$ cat config.mk
export PLATFORM = sky130hd
export DESIGN_NAME = lmc1992_rx
export DESIGN_NICKNAME = d
export VERILOG_FILES = /design/src/rtl/lmc1992_rx.sv
export SDC_FILE = /design/constraint.sdc
export NUM_CORES = 1
export LEC_CHECK = 0
export ABC_AREA = 1
export ABC_CLOCK_PERIOD_IN_PS = 3400
export CAP_MARGIN = 20
export CORE_UTILIZATION = 55
export DETAILED_ROUTE_END_ITERATION = 8
export PLACE_DENSITY = 0.84
export SKIP_LAST_GASP = 1
export SLEW_MARGIN = 20
export SYNTH_ARGS = -nofsm -noshare
export SYNTH_HDL_FRONTEND = slang
export SYNTH_SLANG_ARGS = --single-unit
$ cat constraint.sdc
create_clock -name clk32 -period 3.4 [get_ports clk32]
set_input_delay 0.51 -clock clk32 [delete_from_list [all_inputs] [get_ports clk32]]
set_output_delay 0.51 -clock clk32 [all_outputs]
set_load 0.05 [all_outputs]
$ cat src/rtl/lmc1992_rx.sv
// Purpose : LMC1992 microwire control receiver with per-channel volume attenuation of
//           an 8-bit offset-binary stereo stream.
// Latency : control frame acts in the LATCH cycle after mw_en_n rises;
//           audio_out is registered two clk32 cycles after audio_ce.
// Backpres: none; every audio_ce produces exactly one out_valid pulse.
// Ports   : clk32/resb (clock, async active-low reset); mw_clk/mw_data/mw_en_n (async
//           microwire); audio_in_l/r + audio_ce in; audio_out_l/r + out_valid out;
//           master_vol/left_vol/right_vol/bass/treble/mix decoded registers;
//           cmd_strobe pulses for each accepted frame.
// Config  : define LMC1992_VOLUME_EN to build the attenuation datapath; without it
//           audio passes through unchanged with the same timing.
module lmc1992_rx (
    input  logic       clk32,
    input  logic       resb,
    input  logic       mw_clk,
    input  logic       mw_data,
    input  logic       mw_en_n,
    input  logic [7:0] audio_in_l,
    input  logic [7:0] audio_in_r,
    input  logic       audio_ce,
    output logic [7:0] audio_out_l,
    output logic [7:0] audio_out_r,
    output logic       out_valid,
    output logic [5:0] master_vol,
    output logic [4:0] left_vol,
    output logic [4:0] right_vol,
    output logic [3:0] bass,
    output logic [3:0] treble,
    output logic [1:0] mix,
    output logic       cmd_strobe
);

    typedef enum logic [1:0] {IDLE, SHIFT, LATCH} state_t;

    state_t      state, state_nxt;
    logic [2:0]  clk_sr, en_sr;
    logic [1:0]  dat_sr;
    logic [10:0] shreg;
    logic [3:0]  bit_cnt;
    logic        shift_en, cnt_clr;
    logic        clk_rise, en_fall, en_rise;

    // Two synchronizer flops plus one history flop for edge detection. The enable
    // chain resets to 0 (asserted) so that a line still held low across reset is not
    // mistaken for a new frame start: a fresh high-to-low transition is required.
    always_ff @(posedge clk32 or negedge resb) begin
        if (!resb) begin
            clk_sr <= 3'b000;
            en_sr  <= 3'b000;
            dat_sr <= 2'b00;
        end else begin
            clk_sr <= {clk_sr[1:0], mw_clk};
            en_sr  <= {en_sr[1:0], mw_en_n};
            dat_sr <= {dat_sr[0], mw_data};
        end
    end

    assign clk_rise = clk_sr[1] & ~clk_sr[2];
    assign en_fall  = ~en_sr[1] & en_sr[2];
    assign en_rise  = en_sr[1] & ~en_sr[2];

    always_ff @(posedge clk32 or negedge resb) begin
        if (!resb) state <= IDLE;
        else       state <= state_nxt;
    end

    // A clock edge coinciding with the closing enable edge is still shifted in, so
    // LATCH sees the final bit.
    always_comb begin
        state_nxt  = state;
        shift_en   = 1'b0;
        cnt_clr    = 1'b0;
        cmd_strobe = 1'b0;
        case (state)
            IDLE: begin
                if (en_fall) begin
                    state_nxt = SHIFT;
                    cnt_clr   = 1'b1;
                end
            end
            SHIFT: begin
                shift_en = clk_rise;
                if (en_rise) state_nxt = LATCH;
            end
            LATCH: begin
                state_nxt  = IDLE;
                cmd_strobe = (bit_cnt >= 4'd11) && (shreg[10:9] == 2'b10);
            end
            default: state_nxt = IDLE;
        endcase
    end

    always_ff @(posedge clk32 or negedge resb) begin
        if (!resb) begin
            shreg   <= '0;
            bit_cnt <= '0;
        end else if (cnt_clr) begin
            bit_cnt <= '0;
        end else if (shift_en) begin
            shreg <= {shreg[9:0], dat_sr[1]};
            if (bit_cnt != 4'd15) bit_cnt <= bit_cnt + 4'd1;
        end
    end

    // Register decode with write-time clamping; func 110/111 strobe but change nothing.
    always_ff @(posedge clk32 or negedge resb) begin
        if (!resb) begin
            master_vol <= 6'd40;
            left_vol   <= 5'd20;
            right_vol  <= 5'd20;
            bass       <= 4'd6;
            treble     <= 4'd6;
            mix        <= 2'd1;
        end else if (cmd_strobe) begin
            case (shreg[8:6])
                3'b000: mix        <= shreg[1:0];
                3'b001: bass       <= (shreg[3:0] > 4'd12) ? 4'd12 : shreg[3:0];
                3'b010: treble     <= (shreg[3:0] > 4'd12) ? 4'd12 : shreg[3:0];
                3'b011: master_vol <= (shreg[5:0] > 6'd40) ? 6'd40 : shreg[5:0];
                3'b100: right_vol  <= (shreg[4:0] > 5'd20) ? 5'd20 : shreg[4:0];
                3'b101: left_vol   <= (shreg[4:0] > 5'd20) ? 5'd20 : shreg[4:0];
                default: ;
            endcase
        end
    end

    // Audio pipeline: stage 1 captures samples (and the attenuation in force at
    // audio_ce), stage 2 registers the result.
    logic [7:0] smp_l, smp_r;
    logic       ce_d;

`ifdef LMC1992_VOLUME_EN
    logic [6:0] atten_l, atten_r;

    // Attenuation in 2 dB steps; both volumes are clamped so this never underflows.
    function automatic logic [6:0] atten_of(input logic [5:0] mv, input logic [4:0] sv);
        return (7'd40 - {1'b0, mv}) + (7'd20 - {2'b00, sv});
    endfunction

    // Fractional gain covers the 0/2/4 dB remainder, the shift covers each 6 dB step.
    // |s*g| <= 128*256 fits 16 signed bits, so prod[15:8] is exactly floor(s*g/256).
    function automatic logic [7:0] attenuate(input logic [7:0] smp, input logic [6:0] atten);
        logic signed [7:0]  s;
        logic signed [9:0]  g;
        logic signed [15:0] prod;
        logic signed [7:0]  p;
        logic signed [7:0]  y;
        logic [6:0]         q;
        s = smp ^ 8'h80;
        q = atten / 7'd3;
        case (atten % 7'd3)
            7'd0:    g = 10'sd256;
            7'd1:    g = 10'sd203;
            default: g = 10'sd161;
        endcase
        prod = s * g;
        p    = prod[15:8];
        y    = (q >= 7'd8) ? 8'sd0 : (p >>> q[2:0]);
        return y ^ 8'h80;
    endfunction
`endif

    always_ff @(posedge clk32 or negedge resb) begin
        if (!resb) begin
            ce_d  <= 1'b0;
            smp_l <= 8'h80;
            smp_r <= 8'h80;
`ifdef LMC1992_VOLUME_EN
            atten_l <= '0;
            atten_r <= '0;
`endif
        end else begin
            ce_d <= audio_ce;
            if (audio_ce) begin
                smp_l <= audio_in_l;
                smp_r <= audio_in_r;
`ifdef LMC1992_VOLUME_EN
                atten_l <= atten_of(master_vol, left_vol);
                atten_r <= atten_of(master_vol, right_vol);
`endif
            end
        end
    end

    always_ff @(posedge clk32 or negedge resb) begin
        if (!resb) begin
            out_valid   <= 1'b0;
            audio_out_l <= 8'h80;
            audio_out_r <= 8'h80;
        end else begin
            out_valid <= ce_d;
            if (ce_d) begin
`ifdef LMC1992_VOLUME_EN
                audio_out_l <= attenuate(smp_l, atten_l);
                audio_out_r <= attenuate(smp_r, atten_r);
`else
                audio_out_l <= smp_l;
                audio_out_r <= smp_r;
`endif
            end
        end
    end

endmodule

==> results of run 1 <==
placed cells by master, fill, tap and decap left out:
cell and n:
a21oi_1 23, buf_6 1, bufinv_16 2, clkbuf_8 9, clkdlybuf4s50_1 64, clkinv_2 3
clkinv_4 1, dfrtp_1 70, dfstp_2 15, ha_1 1, inv_1 34, inv_2 1
inv_6 2, nand2_1 95, nand2_2 1, nand2_4 1, nand3_1 23, nand3_2 2
nand3_4 1, nand3b_1 1, nand4_1 2, nor2_1 34, nor2_2 1, nor2_4 1
nor3_2 1, nor3_4 1, nor4_1 1, o21ai_0 33, o21ai_1 3, xor2_1 1
registers in the layout, summed over array words and instances (netlist names), 5 cells and up:
| name | count |
|---|---|
| master_vol | 6 |
| audio_out_l | 8 |
| smp_l | 8 |
| left_vol | 5 |
| smp_r | 8 |
| audio_out_r | 8 |
| right_vol | 5 |
| shreg | 11 |
layer usage:
metal / track usage (%) / up-vias / share of wire, %
li1: - / 1262 / -
met1: 28.3 / 1216 / 42
met2: 39.7 / 86 / 51
met3: 6.93 / 20 / 5.8
met4: 8.04 / 0 / 1.8
met5: 0 / - / 0
stage by stage:
step	area [sq um]	hold WS (ns)	utilization (%)	power (mW)
after global routing	4290	0.232	72.4	2.69
after floorplan	3390	0.214	-	1.60
after CTS	4290	0.355	72.4	2.56
after detailed placement	4070	0.336	68.7	1.78
after global placement	4070	0.332	68.7	1.75
final	4290	0.191	72.4	2.55
logic make-up after synthesis:
logic type	after synthesis	synth area share (%)
buffers and inverters	47	5.91
DFF	85	63.4
adders and majority gates	1	0.369
xor gates and xnor gates	1	0.259
and+or+nand+nor	165	21.4
AOI/OAI and AO/OA	59	8.72
critical path: stages (launching register included):
cell	delay [ns]
dfrtp_1	0.40
ha_1	0.22
nand2_1	0.10
nand2_4	0.11
nand3_4	0.10
clkinv_2	0.16
clkdlybuf4s50_1	0.82
where the power goes:
group / internal (mW) / switching (mW)
sequential: 1.13 / 0.135
clock: 0.418 / 0.367
combinational: 0.161 / 0.341
worst max-delay path by stage:
stage | start | to | slack (ns) | cells after the start
2_1_floorplan | bit_cnt[0] | cmd_strobe | 1.75 | 6
3_3_place_gp | bit_cnt[0] | cmd_strobe | 1.04 | 6
3_5_place_dp | bit_cnt[0] | cmd_strobe | 1.01 | 6
4_1_cts | bit_cnt[0] | cmd_strobe | 0.61 | 6
5_1_grt | bit_cnt[1] | cmd_strobe | 0.51 | 6
6_report | bit_cnt[1] | cmd_strobe | 0.63 | 6
area by class of cell:
class | instances | area, sq um
Clock buffer | 9 | 124
Tap cell | 75 | 93.8
Timing Repair Buffer | 65 | 652
Sequential cell | 85 | 2150
Fill cell | 448 | 1630
Multi-Input combinational cell | 226 | 1040
Inverter | 36 | 136
Clock inverter | 7 | 96.3
==> results.md, run 1 <==
* Power Dens Cells at 595 nW/um^2
* Synth top area cells: dfrtp_1, dfstp_2, nand2_1, o21ai_0, inv_1
* Post-CTS sizing at 0
* Critical R2R Capture: bass[0]
* Total gr overflow at 0
* CP Data Required Time at 2.89 ns
* Post-CTS Setup Inserts at 0
* Boundary Pins at 66
* Initial Util at between 50% and 60%
* Initial DRT Pass Iterations at 4
* Syn Area/Cell at 9.46 sq um
* Post-route DRC at 0
* Startpoint types: flip-flop
* Setup TNS at 0 ns
* Synth Instances at 358
* Row count at 28
* Worst-Skew Late Latency at between 0.3 and 0.4 ns
* Chip width at 80.5 um
* Final hold vios at 0
* RR Startpoint: bit_cnt[0]
* Slew of the pin with the lowest slew margin at 0.984 ns
* Nature of the critical path endpoint: output pin
* Number of global-route vias before repair at 2602
* Post-synthesis sequential area ratio at 63.4%
* Count leader, synth: nand2_1
* DIE AREA at about 6500 sq um
* Via/cell ratio at between 5 and 6
* Placement Setup Slack at 1.01 ns
* CTS clk-pin slew, worst paths at 0.08 ns
* Unrepaired setup endpoints after global routing: no
* Post-route insts no fill at 503
* Area leader, netlist: dfrtp_1
* Final net count at 446
* # H-tree levels at 3
* Leakage Power at between 1.5 and 2 nW
* Post-CTS Hold Fix Bufs at 0
* Slew margin rel. at 34.4%
* CTS tree: yes
* Inserted Clock Buffers at 9
* PortBufs at between 60 and 70
* Top cell type's share of synthesized area at 51.7%
* Crit share post-route at between 80% and 90%
* GRT Util Overall at 23.4%
* Worst R2R Setup Slack at 1.93 ns
* Count of distinct cell types in the synthesized netlist at 29
* Synth Warn # at 0
* Max clock buf depth at 2
* Post-synth top cells: nand2_1, dfrtp_1, inv_1, nor2_1, o21ai_0
* Final ANT Viol Nets at 0
* Height of the chip at between 80 and 90 um
* Final Skew at 0.00661 ns
* WL/cell at 13.5 um
* Final WS setup at 0.634 ns
* Status: finished clean
* Area Overhead vs Synth at 26.6%
* Global-route wire length before repair at approximately 11000 um
* Vias at 2584
* Placed Cells at 487
* Root Buffer: clkbuf_8
* Pins Over Slew Limit at 0
* Initial antenna violation count at 0
* Hold WC Path Type: in -> async
* Post-synth EDFFs at 0
* Ys async rst share at 100%
* VDD IR-drop max at ~360 uV
* Gp weighted congestion at 0.837
* Fmax at 362 MHz
* Max-cap violations at 0
* Register bit count reported by yosys at 85
* Core area at 5920 sq um
* Share of layout cells above drive strength 1 at roughly 10%
* Drt total wl at 6790 um
* Register-to-Register Path Depth at 8
* # setup viols final at 0
* Fin crit period at 2.77 ns
* Synthesized area at about 3400 sq um
* Sinks on Clock Net at 85
* CP arrival at between 2 and 2.5 ns
* Hpwl dp at about 4600 um
* Synth Net Count at between 300 and 400
* Starting DRT DRC Count at 184
* ANT cells at 0
* Critical path class: reg -> out
* Largest net degree at the start of global routing at 86
* Most used DFF post-synth: dfrtp_1
* Critical path fanouts, max at 14
(Power assumes the default switching activity.)
==> run 2, diff against run 1 <==
- ABC_CLOCK_PERIOD_IN_PS: 3400 -> 2900
- CORE_UTILIZATION: 55 -> 51
- PLACE_DENSITY: 0.84 -> 0.79
- clock period: 3.4 -> 2.9 ns (I/O delays scaled with it)
==> run 2 against run 1 <==
Power up 21%; sequential power up 17%; cell count up 0.40%; highest routed layer unchanged; critical path depth unchanged; design area up 0.70%.
==> results.md, run 2 (synthesis gave the netlist of run 1 again) <==
* Status: finished clean (unchanged)
* End point of the critical path: cmd_strobe (unchanged)
* Inserted Clock Buffers at 9 (unchanged)
* Final WS setup at 0.182 ns (was 0.634 ns)
* Final net count at 446 (unchanged)
* # H-tree levels at 3 (unchanged)
* Worst-Skew Late Latency at 0.35 ns (about the same)
* Filler cell count at 499 (was 448)
* Post-route insts no fill at 505 (was 503)
* Commonest non-fill, non-tap cell in the layout: nand2_1 (unchanged)
* Initial Util at 53.0% (was 57.2%)
* Post-CTS sizing at 0 (unchanged)
* DR WL met3 at 314 um (was 393 um)
* Via/cell ratio at 5.02 (was 5.14)
* Placement Setup Slack at 0.560 ns (was 1.01 ns)
* Core area at 6390 sq um (was 5920 sq um)
* Nature of the critical path endpoint: output pin (unchanged)
* Most frequent cells in the layout: nand2_1, dfrtp_1, clkdlybuf4s50_1 (unchanged)
* Area Overhead vs Synth at 27.5% (was 26.6%)
* Height of the chip at 83.5 um (was 80.5 um)
* Critical Path Start: bit_cnt[0] (was bit_cnt[1])
* Vias at 2536 (was 2584)
* Critical R2R Capture: bass[0] (unchanged)
* Gp weighted congestion at 0.889 (was 0.837)
* CTS clk-pin slew, worst paths at 0.08 ns (about the same)
* Setup TNS at 0 ns (unchanged)
* Total Power at 3.08 mW (was 2.55 mW)
* Final ANT Viol Nets at 0 (unchanged)
* Critical path class: reg -> out (unchanged)
* Leakage Power at 2.00 nW (about the same)
* GRT Util Overall at 20.9% (was 23.4%)
* ANT cells at 0 (unchanged)
* Final Skew at 0.00823 ns (was 0.00661 ns)
* CP arrival at 2.28 ns (was 2.26 ns)
* Metal1 wirelength at 2910 um (was 2820 um)
* Share of layout cells above drive strength 1 at 9.81% (was 10.0%)
* WL/cell at 12.9 um (was 13.5 um)
* Dpl cell area at 4070 sq um (about the same)
* RR Startpoint: bit_cnt[0] (unchanged)
* Total gr overflow at 0 (unchanged)
* Unrepaired setup endpoints after global routing: no (unchanged)
* Critical path fanouts, max at 14 (unchanged)
* Flip-flop count of the largest register after layout at 11 (unchanged)
* Starting DRT DRC Count at 136 (was 184)
* Number of global-route vias before repair at 2534 (was 2602)
* Post-layout utilization of the core at 67.6% (was 72.4%)
* Root Buffer: clkbuf_8 (unchanged)
* DIE AREA at 6970 sq um (was 6480 sq um)
* Power Dens Cells at 713 nW/um^2 (was 595 nW/um^2)
* Slew margin rel. at 35.5% (was 34.4%)
* Sinks on Clock Net at 85 (unchanged)
* Boundary Pins at 66 (unchanged)
* CTS tree: yes (unchanged)
* Pins Over Slew Limit at 0 (unchanged)
* Drt total wl at 6530 um (was 6790 um)
* Chip width at 83.5 um (was 80.5 um)
* # setup viols final at 0 (unchanged)
* Post-route DRC at 0 (unchanged)
* Hpwl dp at 4370 um (was 4590 um)
* Startpoint types: flip-flop (unchanged)
* VDD IR-drop max at 367 uV (was 363 uV)
* PortBufs at 65 (unchanged)
* Hold WC Path Type: in -> async (unchanged)
* Slew of the pin with the lowest slew margin at 0.968 ns (was 0.984 ns)
* Final hold vios at 0 (unchanged)
* Initial antenna violation count at 0 (unchanged)
* Register-to-Register Path Depth at 8 (unchanged)
* Global-route wire length before repair at 11500 um (was 11300 um)
* Reg with most FFs: shreg (unchanged)
* Max clock buf depth at 2 (unchanged)
* Worst R2R Setup Slack at 1.40 ns (was 1.93 ns)
* Met2 layer wire length in the routed design at 3180 um (was 3450 um)
* Post-CTS Hold Fix Bufs at 0 (unchanged)
* Post-CTS Setup Inserts at 0 (unchanged)
* Max-cap violations at 0 (unchanged)
* Fmax at 368 MHz
* Top Layer Used: met4 (unchanged)
* Final Cell Area at 4320 sq um (was 4290 sq um)
* Final hold slack at 0.109 ns (was 0.191 ns)
* Initial DRT Pass Iterations at 4 (unchanged)
* Placed Cells at 489 (was 487)
* Fin crit period at about 2.7 ns
* Largest net degree at the start of global routing at 86 (unchanged)
* Crit share post-route at 93.7%
* CP Data Required Time at 2.47 ns (was 2.89 ns)
* Row count at 29 (was 28)
## run 2: layout make-up
type	instances	area, sq um	share of cell area [%]
well taps	77	96.3	2.23
repair buffers	65	652	15.1
flip-flops and latches	85	2150	49.7
multi-input cells	226	1040	24.1
clock inverters	5	106	2.46
inverters	36	136	3.16
clock buffers	11	141	3.27
## run 2: power breakdown
group / total, mW / internal, mW / switching (mW) / leakage, nW
Sequential: 1.49 / 1.33 / 0.160 / 1.03
Clock: 1.02 / 0.599 / 0.423 / 0.120
Combinational: 0.572 / 0.188 / 0.383 / 0.853
Total: 3.08 / 2.11 / 0.967 / 2.00
## run 2: worst min-delay path by stage
stage,start,endpoint,cells past startpoint
5_1_grt,resb,master_vol[1],1
2_1_floorplan,resb,audio_out_l[0],0
6_report,resb,master_vol[1],1
3_3_place_gp,clk_sr[0],clk_sr[1],0
4_1_cts,resb,audio_out_r[0],1
3_5_place_dp,dat_sr[0],dat_sr[1],0
## run 2: per-layer routing
layer  vias to the layer above  track usage, %
met5                         -               0
met4                         0            9.86
met3                        13            4.15
met2                        71            34.3
met1                      1186            26.9
li1                       1266               -
## run 2: worst max-delay path: stages, from the launching register on
cell             delay [ns]
dfrtp_1                0.41
ha_1                   0.22
nand2_1                0.10
nand2_4                0.11
nand3_4                0.10
clkinv_2               0.16
clkdlybuf4s50_1        0.83
